--- src/rtl/uart_rx_ctrl.sv ---
// uart_rx_ctrl: register-mapped control block for the UART receiver.
// It holds the baud divisor and the enable/interrupt controls, buffers bytes
// from uart_rx in a small FIFO and raises a level interrupt.
// Register map: 0 DATA (read pops), 1 STATUS, 2 BAUD_LO, 3 BAUD_HI.
// Optional receive-idle timeout: define UART_RX_TIMEOUT_EN to build the
// bit-tick prescaler and idle counter that drive STATUS[6].
module uart_rx_ctrl #(
  parameter int          FIFO_AW    = 4,
  parameter logic [15:0] BAUD_RESET = 16'd216
) (
  input  logic        clk,
  input  logic        rst,
  input  logic [1:0]  addr,
  input  logic        wr_en,
  input  logic [7:0]  wr_data,
  input  logic        rd_en,
  output logic [7:0]  rd_data,
  output logic [15:0] baudrate_div,
  input  logic [7:0]  rx_data,
  input  logic        rx_valid,
  output logic        irq
);

  localparam int DEPTH = 1 << FIFO_AW;
  localparam logic [FIFO_AW:0] FULL_COUNT = {1'b1, {FIFO_AW{1'b0}}};

  localparam logic [1:0] A_DATA    = 2'd0;
  localparam logic [1:0] A_STATUS  = 2'd1;
  localparam logic [1:0] A_BAUD_LO = 2'd2;
  localparam logic [1:0] A_BAUD_HI = 2'd3;

  // STATUS bit positions
  localparam int S_OVERRUN = 2;
  localparam int S_ENABLE  = 3;
  localparam int S_FLUSH   = 4;
  localparam int S_IRQ_EN  = 5;
  localparam int S_TIMEOUT = 6;

  // FIFO storage (no reset; contents are don't-care after reset)
  logic [7:0] mem [DEPTH];

  logic [FIFO_AW-1:0] wr_ptr_q, wr_ptr_d;
  logic [FIFO_AW-1:0] rd_ptr_q, rd_ptr_d;
  logic [FIFO_AW:0]   count_q, count_d;

  logic        overrun_q, overrun_d;
  logic        enable_q, enable_d;
  logic        irq_en_q, irq_en_d;
  logic [15:0] baud_q, baud_d;
  logic [7:0]  rd_data_q, rd_data_d;
  logic        irq_q, irq_d;

  logic        timeout_flag;

  // Decoded strobes and FIFO conditions
  logic wr_status;
  logic fifo_empty;
  logic fifo_full;
  logic flush;
  logic pop;
  logic push_req;
  logic push;
  logic overflow;
  logic [7:0] status_val;

  assign wr_status  = wr_en && (addr == A_STATUS);
  assign fifo_empty = (count_q == '0);
  assign fifo_full  = (count_q == FULL_COUNT);
  assign flush      = wr_status && wr_data[S_FLUSH];
  assign pop        = rd_en && (addr == A_DATA) && !fifo_empty;
  assign push_req   = rx_valid && enable_q;
  // A full FIFO still accepts a byte when the same cycle frees a slot.
  // Flush beats a concurrent push: the byte is lost without an overrun.
  assign push       = push_req && (!fifo_full || pop) && !flush;
  assign overflow   = push_req && fifo_full && !pop && !flush;

  assign status_val = {1'b0, timeout_flag, irq_en_q, 1'b0,
                       enable_q, overrun_q, fifo_full, !fifo_empty};

`ifdef UART_RX_TIMEOUT_EN
  // Receive-idle timeout: 40 bit ticks (about 4 characters) with data waiting
  localparam logic [5:0] IDLE_LIMIT = 6'd40;

  logic [15:0] pre_q, pre_d;
  logic [5:0]  idle_q, idle_d;
  logic        timeout_q, timeout_d;
  logic        tick;
  logic        idle_clr;

  assign tick     = (pre_q >= baud_q);
  assign idle_clr = push || pop || flush || fifo_empty;

  // Prescaler, idle counter and sticky timeout flag next-state
  always_comb begin
    pre_d     = tick ? 16'd0 : pre_q + 16'd1;
    idle_d    = idle_q;
    timeout_d = timeout_q;
    if (wr_status && wr_data[S_TIMEOUT]) begin
      timeout_d = 1'b0;
    end
    if (idle_clr) begin
      idle_d = 6'd0;
    end else if (tick && (idle_q != IDLE_LIMIT)) begin
      idle_d = idle_q + 6'd1;
      // set only on the step into the limit so a clear stays cleared
      if (idle_q == IDLE_LIMIT - 6'd1) begin
        timeout_d = 1'b1;
      end
    end
  end

  // Timeout state registers
  always_ff @(posedge clk) begin
    if (rst) begin
      pre_q     <= 16'd0;
      idle_q    <= 6'd0;
      timeout_q <= 1'b0;
    end else begin
      pre_q     <= pre_d;
      idle_q    <= idle_d;
      timeout_q <= timeout_d;
    end
  end

  assign timeout_flag = timeout_q;
`else
  assign timeout_flag = 1'b0;
`endif

  // Bits of wr_data that no register implements in some builds
  logic unused_wr_bits;
  assign unused_wr_bits = ^{wr_data[7:6]};

  // FIFO pointer and occupancy next-state
  always_comb begin
    wr_ptr_d = wr_ptr_q;
    rd_ptr_d = rd_ptr_q;
    count_d  = count_q;
    if (flush) begin
      wr_ptr_d = '0;
      rd_ptr_d = '0;
      count_d  = '0;
    end else begin
      if (push) begin
        wr_ptr_d = wr_ptr_q + 1'b1;
      end
      if (pop) begin
        rd_ptr_d = rd_ptr_q + 1'b1;
      end
      case ({push, pop})
        2'b10:   count_d = count_q + 1'b1;
        2'b01:   count_d = count_q - 1'b1;
        default: count_d = count_q;
      endcase
    end
  end

  // Control registers, baud divisor and sticky overrun next-state
  always_comb begin
    overrun_d = overrun_q;
    enable_d  = enable_q;
    irq_en_d  = irq_en_q;
    baud_d    = baud_q;
    if (wr_status) begin
      enable_d = wr_data[S_ENABLE];
      irq_en_d = wr_data[S_IRQ_EN];
      if (wr_data[S_OVERRUN]) begin
        overrun_d = 1'b0;
      end
    end
    // a new overflow wins over a same-cycle clear
    if (overflow) begin
      overrun_d = 1'b1;
    end
    if (wr_en && (addr == A_BAUD_LO)) begin
      baud_d[7:0] = wr_data;
    end
    if (wr_en && (addr == A_BAUD_HI)) begin
      baud_d[15:8] = wr_data;
    end
  end

  // Read mux: captures pre-write state and holds until the next read
  always_comb begin
    rd_data_d = rd_data_q;
    if (rd_en) begin
      case (addr)
        A_DATA:    rd_data_d = fifo_empty ? 8'h00 : mem[rd_ptr_q];
        A_STATUS:  rd_data_d = status_val;
        A_BAUD_LO: rd_data_d = baud_q[7:0];
        default:   rd_data_d = baud_q[15:8];
      endcase
    end
  end

  // Interrupt from current state; lands one cycle after its sources
  always_comb begin
    irq_d = irq_en_q && (!fifo_empty || overrun_q || timeout_flag);
  end

  // FIFO storage write port
  always_ff @(posedge clk) begin
    if (push) begin
      mem[wr_ptr_q] <= rx_data;
    end
  end

  // State registers with synchronous reset
  always_ff @(posedge clk) begin
    if (rst) begin
      wr_ptr_q  <= '0;
      rd_ptr_q  <= '0;
      count_q   <= '0;
      overrun_q <= 1'b0;
      enable_q  <= 1'b0;
      irq_en_q  <= 1'b0;
      baud_q    <= BAUD_RESET;
      rd_data_q <= 8'h00;
      irq_q     <= 1'b0;
    end else begin
      wr_ptr_q  <= wr_ptr_d;
      rd_ptr_q  <= rd_ptr_d;
      count_q   <= count_d;
      overrun_q <= overrun_d;
      enable_q  <= enable_d;
      irq_en_q  <= irq_en_d;
      baud_q    <= baud_d;
      rd_data_q <= rd_data_d;
      irq_q     <= irq_d;
    end
  end

  assign rd_data      = rd_data_q;
  assign baudrate_div = baud_q;
  assign irq          = irq_q;

endmodule
--- config.mk ---
export PLATFORM = sky130hd
export DESIGN_NAME = uart_rx_ctrl
export DESIGN_NICKNAME = d
export VERILOG_FILES = /design/src/rtl/uart_rx_ctrl.sv
export SDC_FILE = /design/constraint.sdc
export NUM_CORES = 1
export LEC_CHECK = 0
export BUFFER_PORTS_ARGS = -buffer_cell sky130_fd_sc_hd__buf_2
export CAP_MARGIN = 20
export CORE_ASPECT_RATIO = 0.8
export CORE_MARGIN = 3
export CORE_UTILIZATION = 50
export CTS_CLUSTER_DIAMETER = 120
export DETAILED_ROUTE_END_ITERATION = 7
export PLACE_DENSITY = 0.74
export RECOVER_POWER = 100
export SYNTH_ARGS = -nofsm -noshare
export SYNTH_HDL_FRONTEND = slang
export SYNTH_SLANG_ARGS = --single-unit
export TNS_END_PERCENT = 5
--- constraint.sdc ---
create_clock -name clk -period 3.5 [get_ports clk]
set_clock_uncertainty 0.2 [all_clocks]
set_input_delay 0.175 -clock clk [delete_from_list [all_inputs] [get_ports clk]]
set_output_delay 0.175 -clock clk [all_outputs]
set_load 0.01 [all_outputs]
After elaboration in Yosys (flattened, before gate mapping):

Memories as Yosys holds them, arrays and structs flattened. A register that Yosys moved wholly into a read port is not among the register bits.
Cells that the tools add are included.
W data, S select, Z words.

* add/sub/neg operators: 4
* multipliers: 0
* divide/modulo/power cells: 0
* magnitude comparators: 0
* equal/unequal tests: 6
* shift-type cells: 0
* multiplexer cells: 10
* bitwise logic cells: 0
* reductions and logical operators: 26

Operators by type and width (number)
* $pmux W8 S3: 1
* $logic_and A1 B1 Y1: 13
* $pmux W5 S2: 1
* $add A4 B1 Y4 const B: 2
* $mux W4: 2
* $mux W8: 1
* $eq A2 B2 Y1 const B: 3
* $reduce_bool A2 Y1: 3
* $add A5 B1 Y5 const B: 1
* $eq A5 B5 Y1 const B: 1
* $logic_not A5 Y1: 1
* $mux W1: 5
* $sub A5 B1 Y5 const B: 1
* $eq A2 B1 Y1 const B: 2
* $logic_not A1 Y1: 4
* $logic_not A2 Y1: 1
* $logic_or A1 B1 Y1: 2
* $reduce_and A2 Y1: 1
* $reduce_or A2 Y1: 1

* flip-flop bits (word level): 41
* latch bits: 0
* RAM bits: 128
* memory bits (read-only): 0
* output and inout port bits: 25
* memories: 1

Memory list
* mem: depth 16, bits a word 8, rd ports 1, clocked after memory_dff 1, write ports 1, line 40 `logic [7:0] mem [DEPTH];`

Logic depth before layout (Yosys ltp):

* depth after elaboration: 8
* depth in mapped cells: 16
* depth with buffers taken out: 12

Least setup slack after synthesis:

Ideal clock, no wire load.

* path type: register to register
* start: register count_q[1]
* end: register count_q[4]
* arrival: 3.064 ns
* required time: 3.179 ns
* path slack: 0.116 ns
* cell stages (with the launch flop): 16
* path buffers: 3
* path through: dfxtp_1 clkbuf_1 nor4_4 nand3_1 and2_1 buf_2 inv_1 ha_1 clkbuf_1 xor2_1 ha_1 inv_1 o21ai_0 a21o_1 a221oi_1 mux2_2

* cells in the longest elaborated chain, start to end: 8

Ends and longest elaborated chain
* start, declared: line 44 `logic [FIFO_AW:0] count_q, count_d;`
* start signal, assigned: line 223 `count_q <= count_d;`
* $logic_not A5 Y1: line 67 `assign fifo_empty = (count_q == '0);`
* $logic_not A1 Y1: line 70 `assign pop = rd_en && (addr == A_DATA) && !fifo_empty;`
* $logic_and A1 B1 Y1: line 70
* $logic_or A1 B1 Y1: line 74 `assign push = push_req && (!fifo_full || pop) && !flush;`
* $logic_and A1 B1 Y1 (2 in a row): line 74
* $eq A2 B1 Y1 / $eq A2 B2 Y1 (equally long branches): line 150 `case ({push, pop})`
* $pmux W5 S2 / $reduce_bool A2 Y1 (equally long branches)

Parallel ways exist; a longest one is shown, timed or not.
A chain may end at the register's enable or synchronous reset.

Worst setup path after layout:

* start: input addr[1]
* end: register count_q[4]

* cells in the longest elaborated chain, start to end: 8

Ends and longest elaborated chain
* start, declared: line 13 `input logic [1:0] addr,`
* $logic_not A2 Y1: line 70
* $logic_and A1 B1 Y1 (2 in a row): line 70
* $logic_or A1 B1 Y1: line 74
* $logic_and A1 B1 Y1 (2 in a row): line 74
* $eq A2 B1 Y1 / $eq A2 B2 Y1 (equally long branches): line 150
* $pmux W5 S2 / $reduce_bool A2 Y1 (equally long branches)

Parallel ways exist; a longest one is shown, timed or not.

==> flow_summary_export.csv <==
group,metric,value,unit
global_route,grt_pass1_wl,23800,microns
synth,synth_ff_type,"edfxtp_1",
global_route,antenna_found_initial,0,
final_layout,final_util,0.611,
global_route,grt_pass1_vias,4229,
floorplan,rows,38,
worst_hold_path,hold_class,"primary input to flip-flop",
floorplan,initial_utilization,0.517,
synth,synthArstFlopShare,0,
timing,max_freq,300,MHz
routing,drt_wl_total,15000,microns
worst_hold_path,min_to,"wr_ptr_q[1]",
setup_path,rr_startpoint,"count_q[0]",
worst_hold_path,whs_path_depth,6,
timing,hold_viol_final,0,
pwr,p_sw,0.870,mW
pwr,clockPowerShare,0.453,
global_route,grt_max_degree,31,
setup_path,cp_data_required_time,3.61,ns
cts,h-tree-depth,4,
worst_hold_path,min-delay-start,"rx_valid",
synth,yosysMostFrequentCell,"edfxtp_1",
outcome,outcome,"complete, no violations",
synth,ys_seq_elements,173,
cts,clk_pin_slew,0.06,ns
final_layout,finalNetCount,579,
timing,fin_tns_setup,0,ns
cts,cts_buffers,17,
setup_path,critical_path_class,"primary input to flip-flop",
setup_path,cpMaxStageDelayCell,"dlygate4sd3_1",
setup_path,r2r_cells,12,
setup_path,cp-end-kind,"flip-flop",
timing,fin_crit,3.33,ns
pwr,ir_worst_vdd,376,uV
pwr,swShare,0.201,
pwr,intPower,3.47,mW
synth,ys_top_cells_by_area,"edfxtp_1 (54%), dfxtp_1 (13%), mux4_2 (7.3%)",
pwr,p_seq_frac,0.513,
final_layout,syn_to_final_growth,18.2,%
timing,drv_slew,0,
final_layout,layout-drive-gt1-share,0.155,
placed_design,dp_hpwl,9520,microns
timing,slew-limit-headroom,0.393,
timing,rsz0062_at_grt,"no",
synth,avgSynthCellArea,15.5,sq um
timing,period_share,0.951,
cts,clockBufferDepth,2,
timing,worst_pin_slew,0.910,ns
pwr,power,4.34,mW
pwr,combPwrFrac,0.034,
routing,avgViaCountPerCell,5.72,
synth,synth_edf_count,128,
cts,cts.sinks,173,
floorplan,dieArea,0.0156,sq mm
final_layout,antenna_cells,0,
setup_path,r2r-end,"count_q[4]",
synth,synth_warnings,0,
final_layout,fillCellCount,1036,
floorplan,die_w,139,microns
synth,synth_top_cell_area_share,0.543,
routing,wire_per_inst,20.3,microns
setup_path,path_max_fanout,11,
setup_path,path_cells,"dlygate4sd3_1 > clkbuf_4 > or3b_1 > nand3_1 > and2_2 > inv_1 > ha_1 > xor2_1 > ha_1 > inv_1 > o21ai_0 > a21o_1 > a221oi_2 > mux2_2",
timing,whs,0.0570,ns
setup_path,cpPeakStageDelay,0.54,ns
synth,synth_cell_type_count,44,
global_route,grt.overflow.total,0,
pwr,cellLeakagePower,2.87,nW
floorplan,io_pins,48,
placed_design,portBuffers,47,
cts,insertion_delay,0.43,ns
routing,num_vias,4231,
cts,clock_tree.root_cell,"clkbuf_16",
cts,cts_setup_buffers,0,
pwr,p_per_area,518,mW/mm^2
routing,drt_iter0_drc,372,
floorplan,core_area,0.0137,sq mm
synth,netlist_area,0.00708,sq mm
synth,seq_area_frac_synth,0.670,
setup_path,r2r_setup_slack,0.25,ns
synth,yosys-top-cells-count,"edfxtp_1 (128), nor2_1 (50), dfxtp_1 (45)",
routing,first_pass_iters,5,
timing,finalSetupViolCount,0,
cts,tritoncts,"done",
setup_path,cp-start-kind,"primary input",
synth,synth_top_cell_by_area,"edfxtp_1",
setup_path,critPathLaunch,"addr[1]",
setup_path,arrival,3.44,ns
job,maxCapViolations,0,
routing,postRouteAntennaNets,0,
synth,syn-num-nets,490,
routing,drc,0,
synth,netlist_instances,458,
floorplan,die_h,112,microns
global_route,groute.usage.overall,0.202,
placed_design,gp_congestion,0.788,
-- timing repair --
action                                 CTS  global route
setup endpoints to repair                0             1
endpoints found under the hold margin  152             0
hold buffers                            25             0
gates resized for setup                  0             3
-- worst max-delay path, delay by kind of cell --
| kind | cells | cell delay (ns) |
|---|---|---|
| buffers and inverters | 4 | 0.88 |
| and+or+nand+nor | 3 | 0.83 |
| AOI/OAI and AO/OA | 3 | 0.57 |
| adders and majority gates | 2 | 0.45 |
| muxes | 1 | 0.37 |
| xor gates and xnor gates | 1 | 0.15 |
-- state kept, by name, summed over array words and instances (netlist names), named ones only --
signal / count
count_q: 5
irq: 1
overrun_q: 1
mem: 128
rd_ptr_q: 4
wr_ptr_q: 4
rd_data: 8
irq_en_q: 1
baudrate_div: 16
enable_q: 1
-- through the flow --
stage               cells  worst slack [ns]  instance area [sq um]
finish                740             0.172                   8370
global route          740            0.0615                   8370
CTS                   740            0.0637                   8490
detailed placement    683             0.186                   7620
global placement      683             0.325                   7620
floorplan             458             0.116                   7080
-- power by group through the flow --
stage	Combinational, mW	Sequential (mW)	Clock, mW
floorplan	0.0628	2.27	0
global placement	0.126	2.27	0
detailed placement	0.129	2.27	0
CTS	0.150	2.22	1.99
global route	0.163	2.23	2.07
finish	0.147	2.22	1.96
-- worst max-delay path by stage --
stage | to | slack, ns | depth (start not counted)
after floorplan | count_q[4] | 0.12 | 15
final | count_q[4] | 0.17 | 14
after global routing | count_q[4] | 0.06 | 14
after CTS | count_q[4] | 0.06 | 14
after detailed placement | count_q[4] | 0.19 | 12
after global placement | count_q[4] | 0.33 | 12
-- placed cells by master, fill, tap and decap left out, drive strengths merged, types with 3 or more instances in the layout --
| cell | n |
|---|---|
| mux2 | 8 |
| dlygate4sd3 | 25 |
| clkinv | 8 |
| edfxtp | 128 |
| nor2b | 4 |
| bufinv | 4 |
| clkbuf | 72 |
| buf | 20 |
| a21o | 3 |
| dfxtp | 45 |
| nand2 | 27 |
| mux4 | 34 |
| o21ai | 5 |
| nand2b | 3 |
| xor2 | 7 |
| nor3 | 6 |
| xnor2 | 3 |
| ha | 9 |
| inv | 8 |
| a21oi | 18 |
| a22oi | 7 |
| mux2i | 20 |
| a211o | 4 |
| nor2 | 50 |
| and3 | 5 |
| a311oi | 4 |
| nand3 | 14 |
-- cell type report --
class	instances	area, sq um	share of cell area
flip-flops and latches	173	4740	0.567
multi-input cells	249	2180	0.261
repair buffers	100	579	0.0692
clock buffers	17	425	0.0508
well taps	180	225	0.0269
clock inverters	15	193	0.0230
inverters	6	22.5	0.00269
-- layer usage --
layer  vias up  GRT usage  part of all wire
li1       1935          -                 -
met5         -          0                 0
met3        27     0.0511             0.065
met4         0     0.0658             0.019
met1      2127      0.282              0.44
met2       142      0.315              0.47
-- kinds of logic after synthesis --
kind of cell / after synthesis / share of synthesized area
AO/OA/AOI/OAI: 50 / 0.0479
XOR/XNOR: 10 / 0.0124
adder cells (fa/ha/maj): 9 / 0.0159
buffers and inverters: 36 / 0.0224
flip-flops: 173 / 0.670
multiplexers: 62 / 0.155
AND/OR/NAND/NOR: 118 / 0.0767
(Power assumes the default switching activity.)
